### src/rtl/multicycle_ctrl_if.sv
// Memory handshake bundle between multicycle_ctrl and the instruction/data memories.
// master = controller side (drives requests), slave = memory side (drives acks).
interface multicycle_ctrl_if;
    logic imem_req;
    logic imem_ack;
    logic ir_we;
    logic dmem_req;
    logic dmem_we;
    logic dmem_ack;

    modport master (
        output imem_req,
        output ir_we,
        output dmem_req,
        output dmem_we,
        input  imem_ack,
        input  dmem_ack
    );

    modport slave (
        input  imem_req,
        input  ir_we,
        input  dmem_req,
        input  dmem_we,
        output imem_ack,
        output dmem_ack
    );
endinterface

### src/rtl/multicycle_ctrl.sv
// Multi-cycle RV32I control FSM: fetch/decode/exec/mem/wb sequencing with an ack watchdog.
// Optional performance counters are built when CTRL_PERF_CNT_EN is defined.
module multicycle_ctrl #(
    parameter logic [1:0]  RETURN_PC   = 2'b00,
    parameter logic [1:0]  ALU_RESULT  = 2'b01,
    parameter logic [1:0]  MEM_DATA    = 2'b10,
    parameter int unsigned ACK_TIMEOUT = 255
) (
    input  logic                     clk_i,
    input  logic                     reset_n_i,
    input  logic [31:0]              inst_i,
    multicycle_ctrl_if.master        mem_if,
    input  logic                     branch_taken_i,
    output logic [2:0]               imm_sel_o,
    output logic [1:0]               wd_sel_o,
    output logic                     rf_we_o,
    output logic                     alu_a_sel_o,
    output logic                     alu_b_sel_o,
    output logic [1:0]               alu_op_o,
    output logic                     pc_we_o,
    output logic                     pc_sel_o,
    output logic                     fault_o,
    output logic [2:0]               state_o
`ifdef CTRL_PERF_CNT_EN
    ,
    output logic [31:0]              cycle_cnt_o,
    output logic [31:0]              instret_cnt_o
`endif
);

    typedef enum logic [2:0] {
        S_FETCH  = 3'd0,
        S_DECODE = 3'd1,
        S_EXEC   = 3'd2,
        S_MEM    = 3'd3,
        S_WB     = 3'd4,
        S_FAULT  = 3'd7
    } state_e;

    localparam logic [6:0] OPC_R      = 7'b0110011;
    localparam logic [6:0] OPC_IALU   = 7'b0010011;
    localparam logic [6:0] OPC_LOAD   = 7'b0000011;
    localparam logic [6:0] OPC_STORE  = 7'b0100011;
    localparam logic [6:0] OPC_LUI    = 7'b0110111;
    localparam logic [6:0] OPC_JAL    = 7'b1101111;
    localparam logic [6:0] OPC_JALR   = 7'b1100111;
    localparam logic [6:0] OPC_BRANCH = 7'b1100011;

    localparam logic [2:0] IMM_I = 3'b000;
    localparam logic [2:0] IMM_S = 3'b001;
    localparam logic [2:0] IMM_B = 3'b010;
    localparam logic [2:0] IMM_U = 3'b011;
    localparam logic [2:0] IMM_J = 3'b100;

    localparam logic [1:0] ALU_ADD    = 2'b00;
    localparam logic [1:0] ALU_FUNCT  = 2'b01;
    localparam logic [1:0] ALU_PASS_B = 2'b10;

    localparam logic [8:0] TIMEOUT_LIM = ACK_TIMEOUT[8:0];
    localparam bit         WDOG_EN     = (ACK_TIMEOUT != 0);

    state_e     state_q, state_d;
    logic [7:0] cnt_q, cnt_d;
    logic [8:0] cnt_inc;
    logic       timeout_hit;
    logic       wait_cycle;
    logic [6:0] opc;

    // Ungated decode results; every output is forced low while reset is held.
    logic       imem_req;
    logic       ir_we;
    logic       dmem_req;
    logic       dmem_we;
    logic [2:0] imm_sel;
    logic [1:0] wd_sel;
    logic       rf_we;
    logic       alu_a_sel;
    logic       alu_b_sel;
    logic [1:0] alu_op;
    logic       pc_we;
    logic       pc_sel;
    logic       fault;

    logic unused_inst;
    assign unused_inst = ^inst_i[31:7];

    assign opc         = inst_i[6:0];
    assign cnt_inc     = {1'b0, cnt_q} + 9'd1;
    assign timeout_hit = WDOG_EN && (cnt_inc == TIMEOUT_LIM);

    always_ff @(posedge clk_i or negedge reset_n_i) begin
        if (!reset_n_i) begin
            state_q <= S_FETCH;
            cnt_q   <= '0;
        end else begin
            state_q <= state_d;
            cnt_q   <= cnt_d;
        end
    end

    always_comb begin
        state_d    = state_q;
        cnt_d      = '0;
        wait_cycle = 1'b0;
        imem_req   = 1'b0;
        ir_we      = 1'b0;
        dmem_req   = 1'b0;
        dmem_we    = 1'b0;
        imm_sel    = IMM_I;
        wd_sel     = 2'b00;
        rf_we      = 1'b0;
        alu_a_sel  = 1'b0;
        alu_b_sel  = 1'b0;
        alu_op     = ALU_ADD;
        pc_we      = 1'b0;
        pc_sel     = 1'b0;
        fault      = 1'b0;

        case (state_q)
            S_FETCH: begin
                imem_req = 1'b1;
                if (mem_if.imem_ack) begin
                    ir_we   = 1'b1;
                    state_d = S_DECODE;
                end else begin
                    wait_cycle = 1'b1;
                end
            end

            S_DECODE: begin
                case (opc)
                    OPC_R:                       begin imm_sel = IMM_I; state_d = S_EXEC; end
                    OPC_IALU, OPC_LOAD, OPC_JALR: begin imm_sel = IMM_I; state_d = S_EXEC; end
                    OPC_STORE:                   begin imm_sel = IMM_S; state_d = S_EXEC; end
                    OPC_BRANCH:                  begin imm_sel = IMM_B; state_d = S_EXEC; end
                    OPC_LUI:                     begin imm_sel = IMM_U; state_d = S_EXEC; end
                    OPC_JAL:                     begin imm_sel = IMM_J; state_d = S_EXEC; end
                    default:                     state_d = S_FAULT;
                endcase
            end

            S_EXEC: begin
                case (opc)
                    OPC_R: begin
                        alu_op  = ALU_FUNCT;
                        state_d = S_WB;
                    end
                    OPC_IALU: begin
                        alu_b_sel = 1'b1;
                        alu_op    = ALU_FUNCT;
                        state_d   = S_WB;
                    end
                    OPC_LOAD, OPC_STORE: begin
                        alu_b_sel = 1'b1;
                        state_d   = S_MEM;
                    end
                    OPC_LUI: begin
                        alu_b_sel = 1'b1;
                        alu_op    = ALU_PASS_B;
                        state_d   = S_WB;
                    end
                    OPC_JAL: begin
                        alu_a_sel = 1'b1;
                        alu_b_sel = 1'b1;
                        pc_we     = 1'b1;
                        pc_sel    = 1'b1;
                        state_d   = S_WB;
                    end
                    OPC_JALR: begin
                        alu_b_sel = 1'b1;
                        pc_we     = 1'b1;
                        pc_sel    = 1'b1;
                        state_d   = S_WB;
                    end
                    OPC_BRANCH: begin
                        // Not-taken still writes PC, with the pc+4 source.
                        alu_a_sel = 1'b1;
                        alu_b_sel = 1'b1;
                        pc_we     = 1'b1;
                        pc_sel    = branch_taken_i;
                        state_d   = S_FETCH;
                    end
                    default: state_d = S_FAULT;
                endcase
            end

            S_MEM: begin
                dmem_req = 1'b1;
                dmem_we  = (opc == OPC_STORE);
                if (mem_if.dmem_ack) begin
                    if (opc == OPC_STORE) begin
                        pc_we   = 1'b1;
                        state_d = S_FETCH;
                    end else begin
                        state_d = S_WB;
                    end
                end else begin
                    wait_cycle = 1'b1;
                end
            end

            S_WB: begin
                rf_we   = 1'b1;
                state_d = S_FETCH;
                case (opc)
                    OPC_LOAD: begin
                        wd_sel = MEM_DATA;
                        pc_we  = 1'b1;
                    end
                    // Jumps already redirected the PC in EXEC.
                    OPC_JAL, OPC_JALR: wd_sel = RETURN_PC;
                    default: begin
                        wd_sel = ALU_RESULT;
                        pc_we  = 1'b1;
                    end
                endcase
            end

            S_FAULT: fault = 1'b1;

            default: state_d = S_FAULT;
        endcase

        if (wait_cycle) begin
            if (timeout_hit) begin
                state_d = S_FAULT;
            end else begin
                cnt_d = cnt_inc[7:0];
            end
        end
    end

    assign mem_if.imem_req = reset_n_i & imem_req;
    assign mem_if.ir_we    = reset_n_i & ir_we;
    assign mem_if.dmem_req = reset_n_i & dmem_req;
    assign mem_if.dmem_we  = reset_n_i & dmem_we;
    assign imm_sel_o       = reset_n_i ? imm_sel : 3'b000;
    assign wd_sel_o        = reset_n_i ? wd_sel : 2'b00;
    assign rf_we_o         = reset_n_i & rf_we;
    assign alu_a_sel_o     = reset_n_i & alu_a_sel;
    assign alu_b_sel_o     = reset_n_i & alu_b_sel;
    assign alu_op_o        = reset_n_i ? alu_op : 2'b00;
    assign pc_we_o         = reset_n_i & pc_we;
    assign pc_sel_o        = reset_n_i & pc_sel;
    assign fault_o         = reset_n_i & fault;
    assign state_o         = state_q;

`ifdef CTRL_PERF_CNT_EN
    logic [31:0] cycle_cnt_q;
    logic [31:0] instret_cnt_q;

    always_ff @(posedge clk_i or negedge reset_n_i) begin
        if (!reset_n_i) begin
            cycle_cnt_q   <= '0;
            instret_cnt_q <= '0;
        end else begin
            if (state_q != S_FAULT) begin
                cycle_cnt_q <= cycle_cnt_q + 32'd1;
            end
            if (pc_we_o) begin
                instret_cnt_q <= instret_cnt_q + 32'd1;
            end
        end
    end

    assign cycle_cnt_o   = cycle_cnt_q;
    assign instret_cnt_o = instret_cnt_q;
`endif

endmodule
### src/flat_wrapper.sv
// flat-port wrapper written by rule: the top's interface ports become plain ports
module multicycle_ctrl_flat 
#(
    parameter logic [1:0]  RETURN_PC   = 2'b00,
    parameter logic [1:0]  ALU_RESULT  = 2'b01,
    parameter logic [1:0]  MEM_DATA    = 2'b10,
    parameter int unsigned ACK_TIMEOUT = 255
)
  (clk_i, reset_n_i, inst_i, branch_taken_i, imm_sel_o, wd_sel_o, rf_we_o, alu_a_sel_o, alu_b_sel_o, alu_op_o, pc_we_o, pc_sel_o, fault_o, state_o, mem_if_imem_req, mem_if_ir_we, mem_if_dmem_req, mem_if_dmem_we, mem_if_imem_ack, mem_if_dmem_ack);
  multicycle_ctrl_if mem_if_i ();
  input  logic clk_i;
  input  logic reset_n_i;
  input  logic [31:0] inst_i;
  input  logic branch_taken_i;
  output logic [2:0] imm_sel_o;
  output logic [1:0] wd_sel_o;
  output logic rf_we_o;
  output logic alu_a_sel_o;
  output logic alu_b_sel_o;
  output logic [1:0] alu_op_o;
  output logic pc_we_o;
  output logic pc_sel_o;
  output logic fault_o;
  output logic [2:0] state_o;
  output wire logic [$bits(mem_if_i.imem_req)-1:0] mem_if_imem_req;
  output wire logic [$bits(mem_if_i.ir_we)-1:0] mem_if_ir_we;
  output wire logic [$bits(mem_if_i.dmem_req)-1:0] mem_if_dmem_req;
  output wire logic [$bits(mem_if_i.dmem_we)-1:0] mem_if_dmem_we;
  input wire logic [$bits(mem_if_i.imem_ack)-1:0] mem_if_imem_ack;
  input wire logic [$bits(mem_if_i.dmem_ack)-1:0] mem_if_dmem_ack;
  assign mem_if_imem_req = mem_if_i.imem_req;
  assign mem_if_ir_we = mem_if_i.ir_we;
  assign mem_if_dmem_req = mem_if_i.dmem_req;
  assign mem_if_dmem_we = mem_if_i.dmem_we;
  assign mem_if_i.imem_ack = mem_if_imem_ack;
  assign mem_if_i.dmem_ack = mem_if_dmem_ack;
  multicycle_ctrl #(.RETURN_PC(RETURN_PC), .ALU_RESULT(ALU_RESULT), .MEM_DATA(MEM_DATA), .ACK_TIMEOUT(ACK_TIMEOUT)) u_core (.clk_i(clk_i), .reset_n_i(reset_n_i), .inst_i(inst_i), .mem_if(mem_if_i), .branch_taken_i(branch_taken_i), .imm_sel_o(imm_sel_o), .wd_sel_o(wd_sel_o), .rf_we_o(rf_we_o), .alu_a_sel_o(alu_a_sel_o), .alu_b_sel_o(alu_b_sel_o), .alu_op_o(alu_op_o), .pc_we_o(pc_we_o), .pc_sel_o(pc_sel_o), .fault_o(fault_o), .state_o(state_o));
endmodule
### config.mk
export PLATFORM = sky130hd
export DESIGN_NAME = multicycle_ctrl_flat
export DESIGN_NICKNAME = d
export VERILOG_FILES = /design/src/rtl/multicycle_ctrl_if.sv /design/src/rtl/multicycle_ctrl.sv /design/src/flat_wrapper.sv
export SDC_FILE = /design/constraint.sdc
export NUM_CORES = 1
export LEC_CHECK = 0
export ABC_AREA = 1
export BUFFER_PORTS_ARGS = -buffer_cell sky130_fd_sc_hd__buf_4
export CORE_ASPECT_RATIO = 2
export CORE_UTILIZATION = 35
export CTS_CLUSTER_DIAMETER = 30
export DETAILED_ROUTE_END_ITERATION = 10
export GPL_TIMING_DRIVEN = 0
export PLACE_DENSITY = 0.67
export SLEW_MARGIN = 0
export SYNTH_ARGS = -nofsm -noshare
export SYNTH_HDL_FRONTEND = slang
export SYNTH_SLANG_ARGS = --single-unit
### constraint.sdc
create_clock -name clk_i -period 5.2 [get_ports clk_i]
set_clock_uncertainty 0.2 [all_clocks]
set_input_delay 0.78 -clock clk_i [delete_from_list [all_inputs] [get_ports clk_i]]
set_output_delay 0.78 -clock clk_i [all_outputs]
set_load 0.005 [all_outputs]
==> results of run 1 <==
[report_power, final]
part | leakage, nW | switching (mW) | total (mW) | internal, mW
Sequential | 0.138 | 0 | 0.0858 | 0.0858
Clock | 0.0228 | 0.0315 | 0.0852 | 0.0538
Combinational | 0.439 | 0.0101 | 0.0178 | 0.00768
[stage by stage]
step	cells	util
floorplan	151	-
global placement	210	0.475
detailed placement	210	0.475
CTS	214	0.493
global route	214	0.493
finish	214	0.493
[cell families after synthesis]
group	Yosys count	share of synthesized area
AOI/OAI and AO/OA	9	0.0668
xor gates and xnor gates	1	0.00935
adders and majority gates	2	0.0267
buffers and inverters	22	0.0881
DFF	11	0.294
and+or+nand+nor	106	0.515
[flip-flops by register name, indices dropped and copies added, names as in the netlist]
register        count
u_core.cnt_q        8
u_core.state_o      3
[critical path, cell delays in order]
cell and delay (ns):
buf_4 0.13, inv_1 0.06, nand3_1 0.12, nor2_1 0.29
inv_1 0.10, nand2_1 0.07, nand2_1 0.05, o21ai_0 0.16
inv_1 0.05, buf_4 0.13
[how the worst min path moves through the flow]
| stage | from | to | slack, ns | cells past startpoint |
|---|---|---|---|---|
| 4_1_cts | reset_n_i | u_core.cnt_q[2] | 0.18 | 1 |
| 2_1_floorplan | reset_n_i | u_core.cnt_q[0] | 0.28 | 0 |
| 5_1_grt | reset_n_i | u_core.cnt_q[2] | 0.19 | 1 |
| 6_report | reset_n_i | u_core.state_o[1] | 0.18 | 1 |
| 3_3_place_gp | u_core.cnt_q[0] | u_core.cnt_q[0] | 0.32 | 1 |
| 3_5_place_dp | u_core.cnt_q[0] | u_core.cnt_q[0] | 0.32 | 1 |
[area by class of cell]
class / count / area, sq um / share of cell area
Sequential cell: 11 / 275 / 0.220
Multi-Input combinational cell: 118 / 579 / 0.463
Inverter: 22 / 82.6 / 0.0661
Clock buffer: 4 / 45.0 / 0.0360
Tap cell: 28 / 35.0 / 0.0280
Timing Repair Buffer: 31 / 233 / 0.186
[cell usage after synthesis (all sizes together)]
cell type  number  area [sq um]
nand2          35           144
or2             1          6.26
o21bai          1          7.51
nor3b           1          7.51
dfrtp          11           275
o22ai           1          20.0
xnor2           1          8.76
inv            22          82.6
nand4           4          25.0
ha              2          25.0
a21oi           4          20.0
nand3          19          95.1
and3            1          6.26
nor3            6          30.0
nor2           39           169
o21ai           3          15.0
[layer usage]
layer,GRT usage,vias up,share of wire
met3,0.0177,9,0.048
met1,0.166,487,0.35
li1,-,551,-
met4,0.107,0,0.042
met2,0.352,39,0.56
met5,0,-,0
==> out/results.ini, run 1 <==
[routing]
viasPerCell = 5.07
ant_nets = 0
drt_iter0_drc = 18
wl_per_cell_um = 11.4
routed_wl_um = 2430
drtPass1Iterations = 4
vias = 1086
route.detailed.drc = 0

[setup_path]
cp-end-kind = output pin
path_max_fanout = 5
reg2reg_from = u_core.cnt_q[0]
r2r_slack_ns = 3.35
crit_required_ns = 4.22
cp-startpoint = inst_i[4]
setup.worst_path.end = pc_we_o
path_class = input port to output pin
crit-reg2reg-capture = u_core.cnt_q[5]
critPathLaunchType = input port
arrival_ns = 1.92
reg2regPathDepth = 8

[cells_and_area]
antenna_cells = 0
final_common_cell = nand2_1
final_cell_mix = 32 x nand2_1, 31 x buf_4, 30 x nor2_1, 21 x inv_1, 19 x nand3_1
layout-drive-gt1-share = 0.263
final_area_sq_um = 1250
layout.nets = 226
fillers = 279
syn2layout_area_growth_pct = 33.4

[place]
place_congestion = 0.818
place_ws_ns = 2.31
io_buffers = 31
hpwl_um = 2040
placed_cell_area_sq_um = 1200

[timing]
holdWs_ns = 0.183
rsz0062_at_grt = no
fmax_mhz = 345
setup_violations = 0
tns_ns = 0
worst_pin_slew_ns = 0.315
fin_ws_ns = 2.30
period_minus_slack_ns = 2.90
slew_headroom = 0.790
hold_violations = 0
drv_slew = 0
min_period_over_period = 0.557

[worst_hold_path]
min_path_type = input port to async pin

[yosys]
netlist_instances = 151
avgSynthCellArea_sq_um = 6.21
synth_cell_types = 20
ys_ff_latch = 11
syn-cell-area_sq_um = 937
syn-num-nets = 190
yosysSeqAreaShare = 0.294
synth_warnings = 0

[die]
die_area_sq_um = 2900
die_h_um = 75.2
fp.dieW_um = 38.6
core_area_sq_um = 2540
rows = 26
ios = 57
start_util = 0.369

[clock_tree]
cts_resized = 0
cts_made_buffers = 3
cts.sinks = 11
holdBufCountCts = 0
htreeDepth = 1
clk_pin_slew_worst_paths_ns = 0.05
tritoncts = done
cts_root_buffer = clkbuf_8
post-cts-setup-buffers = 0
clockBufferDepth = 2
clkLatencyLatePin_ns = 0.24

[global_routing]
overflow = 0
grt_pass1_vias = 959
groute.usage.overall = 0.181
grt_pass1_wl_um = 3800
antenna_found_initial = 0
grt_max_degree = 16

[power]
ir_drop_uv = 72.1
power.density_nw_per_um2 = 151
p_total_mw = 0.189
power.leakage_nw = 0.600

[outcome]
outcome = completed

[flow_run]
maxCapViolCount = 0

No activity file was read; power rests on OpenSTA's default activity.
==> inputs of run 2 (changes only) <==
PLACE_DENSITY = 0.7   (was 0.67)
clock period = 2.51 ns   (was 5.2 ns; I/O delays follow)
==> run 2 against run 1 <==
Effect of this change: sequential power grew 110%; non-clock buffer count grew 1; power grew 110%; sequential cell count is the same; worst setup slack lost 2.1 ns; core utilization grew 0.39 points; clock power grew 100%; register-to-register slack lost 2.7 ns; design area grew 0.80%; global-route usage grew 0.64 points; largest power group unchanged; highest routed layer unchanged.
==> out/results.ini, run 2 (synthesis results as in run 1) <==
[place]
io_buffers = 31
hpwl_um = 2080
placed_cell_area_sq_um = 1200
place_congestion = 0.905

[global_routing]
grt_max_degree = 16
grt_pass1_wl_um = 3930
overflow = 0
groute.usage.overall = 0.188
antenna_found_initial = 0
grt_pass1_vias = 1062

[clock_tree]
tritoncts = done
post-cts-setup-buffers = 0
clk_pin_slew_worst_paths_ns = 0.05
clockBufferDepth = 2
htreeDepth = 1
cts_made_buffers = 3
cts.sinks = 11
clkLatencyLatePin_ns = 0.24
cts_root_buffer = clkbuf_8

[routing]
viasPerCell = 5.03
wl_per_cell_um = 11.5
route.detailed.drc = 0
ant_nets = 0
vias = 1082
drtPass1Iterations = 3
drt_iter0_drc = 17
routed_wl_um = 2470

[timing]
min_period_over_period = 0.910
period_minus_slack_ns = 2.28
slew_headroom = 0.799
hold_violations = 0
worst_pin_slew_ns = 0.301
fmax_mhz = 438
rsz0062_at_grt = no
setup_violations = 0
drv_slew = 0
tns_ns = 0

[cells_and_area]
top_register = u_core.cnt_q
final_area_sq_um = 1260
final_cell_mix = 32 x nand2_1, 31 x buf_4, 30 x nor2_1, 21 x inv_1, 19 x nand3_1
syn2layout_area_growth_pct = 34.4
fillers = 274
layout-drive-gt1-share = 0.262
multi_input_area_sq_um = 579
utilization = 0.497
layout.nets = 227
seqCellArea_sq_um = 275
largest_reg_flops = 8
final_common_cell = nand2_1
antenna_cells = 0

[setup_path]
critPathSlowestCell = dlygate4sd3_1
cp-end-kind = output pin
path_max_fanout = 15
arrival_ns = 1.71
critPathLaunchType = input port
path_buf_inv = 4
cp_slowest_stage_delay_ns = 0.53
path_class = input port to output pin
crit_family = buffers and inverters
crit_chain = dlygate4sd3_1 -> buf_4 -> inv_1 -> nor2_1 -> and3_1 -> buf_4
cp_common_cell = buf_4
crit_required_ns = 1.93

[power]
ir_drop_uv = 239
power.leakage_nw = 0.604
power.density_nw_per_um2 = 309

[die]
fp.dieW_um = 38.6
core_area_sq_um = 2540
ios = 57
die_area_sq_um = 2900
rows = 26
start_util = 0.369
die_h_um = 75.2

[outcome]
outcome = completed

[worst_hold_path]
min_path_type = input port to register

[flow_run]
maxCapViolCount = 0

-- run 2: cell types whose count changed in the layout (fill, tap and decap cells not counted) --
cell           before  now
dlygate4sd3_1       0    1
-- run 2: final cells by class --
cell class,instances,area share
inverter,22,0.0655
timing repair buffer,32,0.193
sequential,11,0.218
tap,28,0.0278
clock buffer,4,0.0357
multi-input combinational,118,0.460
-- run 2: timing repair --
item,CTS,global route
endpoints found under the hold margin,11,0
hold buffers,1,0
resized for setup,0,0
-- run 2: worst paths after layout --
kind / from / endpoint / slack [ns] / cells after the start
worst max-delay path: reset_n_i / wd_sel_o[0] / 0.23 / 6
worst min-delay path: mem_if_imem_ack / u_core.cnt_q[7] / 0.28 / 4
worst max register to register: u_core.cnt_q[0] / u_core.cnt_q[6] / 0.70 / 9
worst min register to register: u_core.cnt_q[0] / u_core.cnt_q[0] / 0.34 / 1
max in group asynchronous: reset_n_i / u_core.cnt_q[3] / 1.61 / 2
min in group asynchronous: reset_n_i / u_core.state_o[0] / 0.33 / 2
-- run 2: tightest hold or removal path, cell delays in order --
cell,delay (ns)
buf_4,0.10
o22ai_4,0.08
nand3_1,0.08
inv_1,0.04
-- run 2: per-layer routing --
metal  GRT usage  up-vias  share of wire
met3     0.00590       10          0.030
met1       0.142      481           0.34
li1            -      556              -
met5           0        -              0
met4       0.153        0          0.045
met2       0.381       35           0.58
-- run 2: through the flow --
stage / worst slack [ns] / std cells / power, mW / hold slack [ns]
after global routing: 0.0910 / 215 / 0.406 / 0.301
after CTS: 0.203 / 215 / 0.395 / 0.281
after detailed placement: 0.403 / 210 / 0.218 / 0.0383
after floorplan: 0.773 / 151 / 0.191 / -0.119
after global placement: 0.457 / 210 / 0.217 / 0.0345
final: 0.225 / 215 / 0.390 / 0.278
-- run 2: power breakdown --
part	internal, mW	switching (mW)
Clock	0.111	0.0624
Sequential	0.178	0
Combinational	0.0169	0.0215
==> inputs of run 3 (changes only) <==
ABC_AREA = default   (was 1)
PLACE_DENSITY = 0.69   (was 0.7)
==> run 3 against run 2 <==
Effect of this change: design area increased by 1.1%; via count decreased by 1.8%; die area increased by 1.8%; synthesized area increased by 1.9%; register-to-register slack got worse by 0.22 ns; hold slack got worse by 0.047 ns; synthesized cell count decreased by 15%; first-iteration DRC count decreased by 18%; highest routed layer unchanged; critical path type is now register to output pin; clock power increased by 3%.
==> out/results.ini, run 3 <==
[global_routing]
antenna_found_initial = 0
grt_pass1_wl_um = 4540
overflow = 0
groute.usage.overall = 0.220
grt_pass1_vias = 1060
grt_max_degree = 12

[setup_path]
path_max_fanout = 10
crit_family = flip-flops
crit_required_ns = 1.93
cp_slowest_stage_delay_ns = 0.53
cp-end-kind = output pin
critPathSlowestCell = dfrtp_1
path_buf_inv = 2
critPathLaunchType = register
crit_chain = inv_1 -> or3_1 -> a21oi_1 -> o221a_1 -> buf_4
r2r_slack_ns = 0.48
arrival_ns = 1.79
path_class = register to output pin

[place]
io_buffers = 31
place_ws_ns = 0.200
hpwl_um = 2250
place_congestion = 0.796

[clock_tree]
cts_root_buffer = clkbuf_8
clkLatencyLatePin_ns = 0.24
cts_made_buffers = 3
clockBufferDepth = 2
cts.sinks = 11
cts_resized = 0
clk_pin_slew_worst_paths_ns = 0.05
tritoncts = done
post-cts-setup-buffers = 0
htreeDepth = 1

[routing]
drtPass1Iterations = 4
ant_nets = 0
drt_iter0_drc = 14
vias = 1063
viasPerCell = 5.57
route.detailed.drc = 0
wl_per_cell_um = 14.7
routed_wl_um = 2810

[yosys]
synth_area_leaders = dfrtp_1 29%, nor2_1 8.3%, nand3_1 5.8%
synthArstFlopShare = 1.00
yosys.area.top_type = dfrtp_1
synth_flop_cell = dfrtp_1
synth_top_area_share = 0.288
synth_enable_flop_cells = 0
syn-num-nets = 167
yosysSeqAreaShare = 0.288
ys_ff_latch = 11
synth_cell_types = 36
ys_top_cells_by_count = 21 x nor2_1, 11 x dfrtp_1, 11 x nand2_1, 11 x nand3_1, 9 x a21oi_1
synth_warnings = 0
avgSynthCellArea_sq_um = 7.46
syn-cell-area_sq_um = 955
synth.most_common_cell = nor2_1
netlist_instances = 128

[die]
fp.dieW_um = 38.9
start_util = 0.371
die_h_um = 75.9
ios = 57
die_area_sq_um = 2950
core_area_sq_um = 2570
rows = 26

[timing]
min_period_over_period = 0.943
worst_pin_slew_ns = 0.566
period_minus_slack_ns = 2.37
fmax_mhz = 422
fin_ws_ns = 0.142
rsz0062_at_grt = no
holdWs_ns = 0.232
slew_headroom = 0.620
hold_violations = 0
tns_ns = 0
drv_slew = 0
setup_violations = 0

[flow_run]
maxCapViolCount = 0

[cells_and_area]
largest_reg_flops = 8
fillers = 264
top_register = u_core.cnt_q
syn2layout_area_growth_pct = 33.4
final_common_cell = buf_4
antenna_cells = 0
final_cell_mix = 31 x buf_4, 21 x nor2_1, 11 x nand2_1, 11 x nand3_1, 11 x dfrtp_1
layout.nets = 203
layout-drive-gt1-share = 0.233

[outcome]
outcome = completed

[power]
power.leakage_nw = 0.540
ir_drop_uv = 317
power.density_nw_per_um2 = 312

[worst_hold_path]
min_path_type = input port to register

run 3: cell types whose count changed after synthesis, moves of 3 or more:
cell | previous run | this run
nand3b_1 | 0 | 4
and2_1 | 0 | 3
xor2_1 | 0 | 5
a21oi_1 | 4 | 9
inv_1 | 21 | 6
clkbuf_1 | 0 | 4
nand2_1 | 32 | 11
nor2_1 | 30 | 21
nor2b_1 | 0 | 4
nand3_1 | 19 | 11
nor2_2 | 9 | 0
run 3: metal layers:
layer  track usage  up-vias  part of all wire
met4         0.126        0             0.022
met5             0        -                 0
met3        0.0292        5             0.046
met2         0.439       38              0.59
li1              -      524                 -
met1         0.186      496              0.34
run 3: where the power goes:
group | internal, mW | total [mW] | switching [mW] | leakage, nW
sequential | 0.178 | 0.178 | 0.00000000000000000176 | 0.138
clock | 0.112 | 0.178 | 0.0669 | 0.0228
combinational | 0.0191 | 0.0410 | 0.0219 | 0.379
run 3: worst paths after layout:
kind | cells past startpoint | startpoint | to
min | 3 | mem_if_imem_ack | u_core.state_o[0]
max | 5 | u_core.state_o[2] | pc_we_o
max reg2reg | 5 | u_core.cnt_q[0] | u_core.state_o[2]
min in group asynchronous | 2 | reset_n_i | u_core.state_o[0]
max in group asynchronous | 2 | reset_n_i | u_core.state_o[1]
min reg2reg | 1 | u_core.cnt_q[0] | u_core.cnt_q[0]
run 3: area by class of cell:
class,count,area (sq um),area share
sequential,11,275,0.216
inverter,6,22.5,0.0177
timing repair buffer,32,243,0.191
tap,28,35.0,0.0275
clock buffer,4,45.0,0.0354
multi-input combinational,107,642,0.504
buffer,3,11.3,0.00884
run 3: kinds of logic (layout without fill, tap and decap cells):
group           count (synthesis)  count (layout)  synth area share
compound gates                 21              21             0.147
xor+xnor                        7               7            0.0642
fa+ha+maj                       2               2            0.0262
buf+inv                        10              45            0.0393
flops                          11              11             0.288
simple gates                   77              77             0.435
run 3: timing repair:
item	CTS	global route
endpoints found under the hold margin	11	0
hold buffers	1	0
setup endpoints to repair	1	0
run 3: tightest hold or removal path, stage by stage:
cell	delay (ns)
buf_4	0.10
a31oi_1	0.07
nand4_1	0.09
run 3: through the flow:
stage	instances	area (sq um)	utilization	power, mW
2_1_floorplan	128	955	-	0.192
3_3_place_gp	187	1220	0.476	0.218
3_5_place_dp	187	1220	0.476	0.220
4_1_cts	191	1270	0.496	0.403
5_1_grt	191	1270	0.496	0.418
6_report	191	1270	0.496	0.397
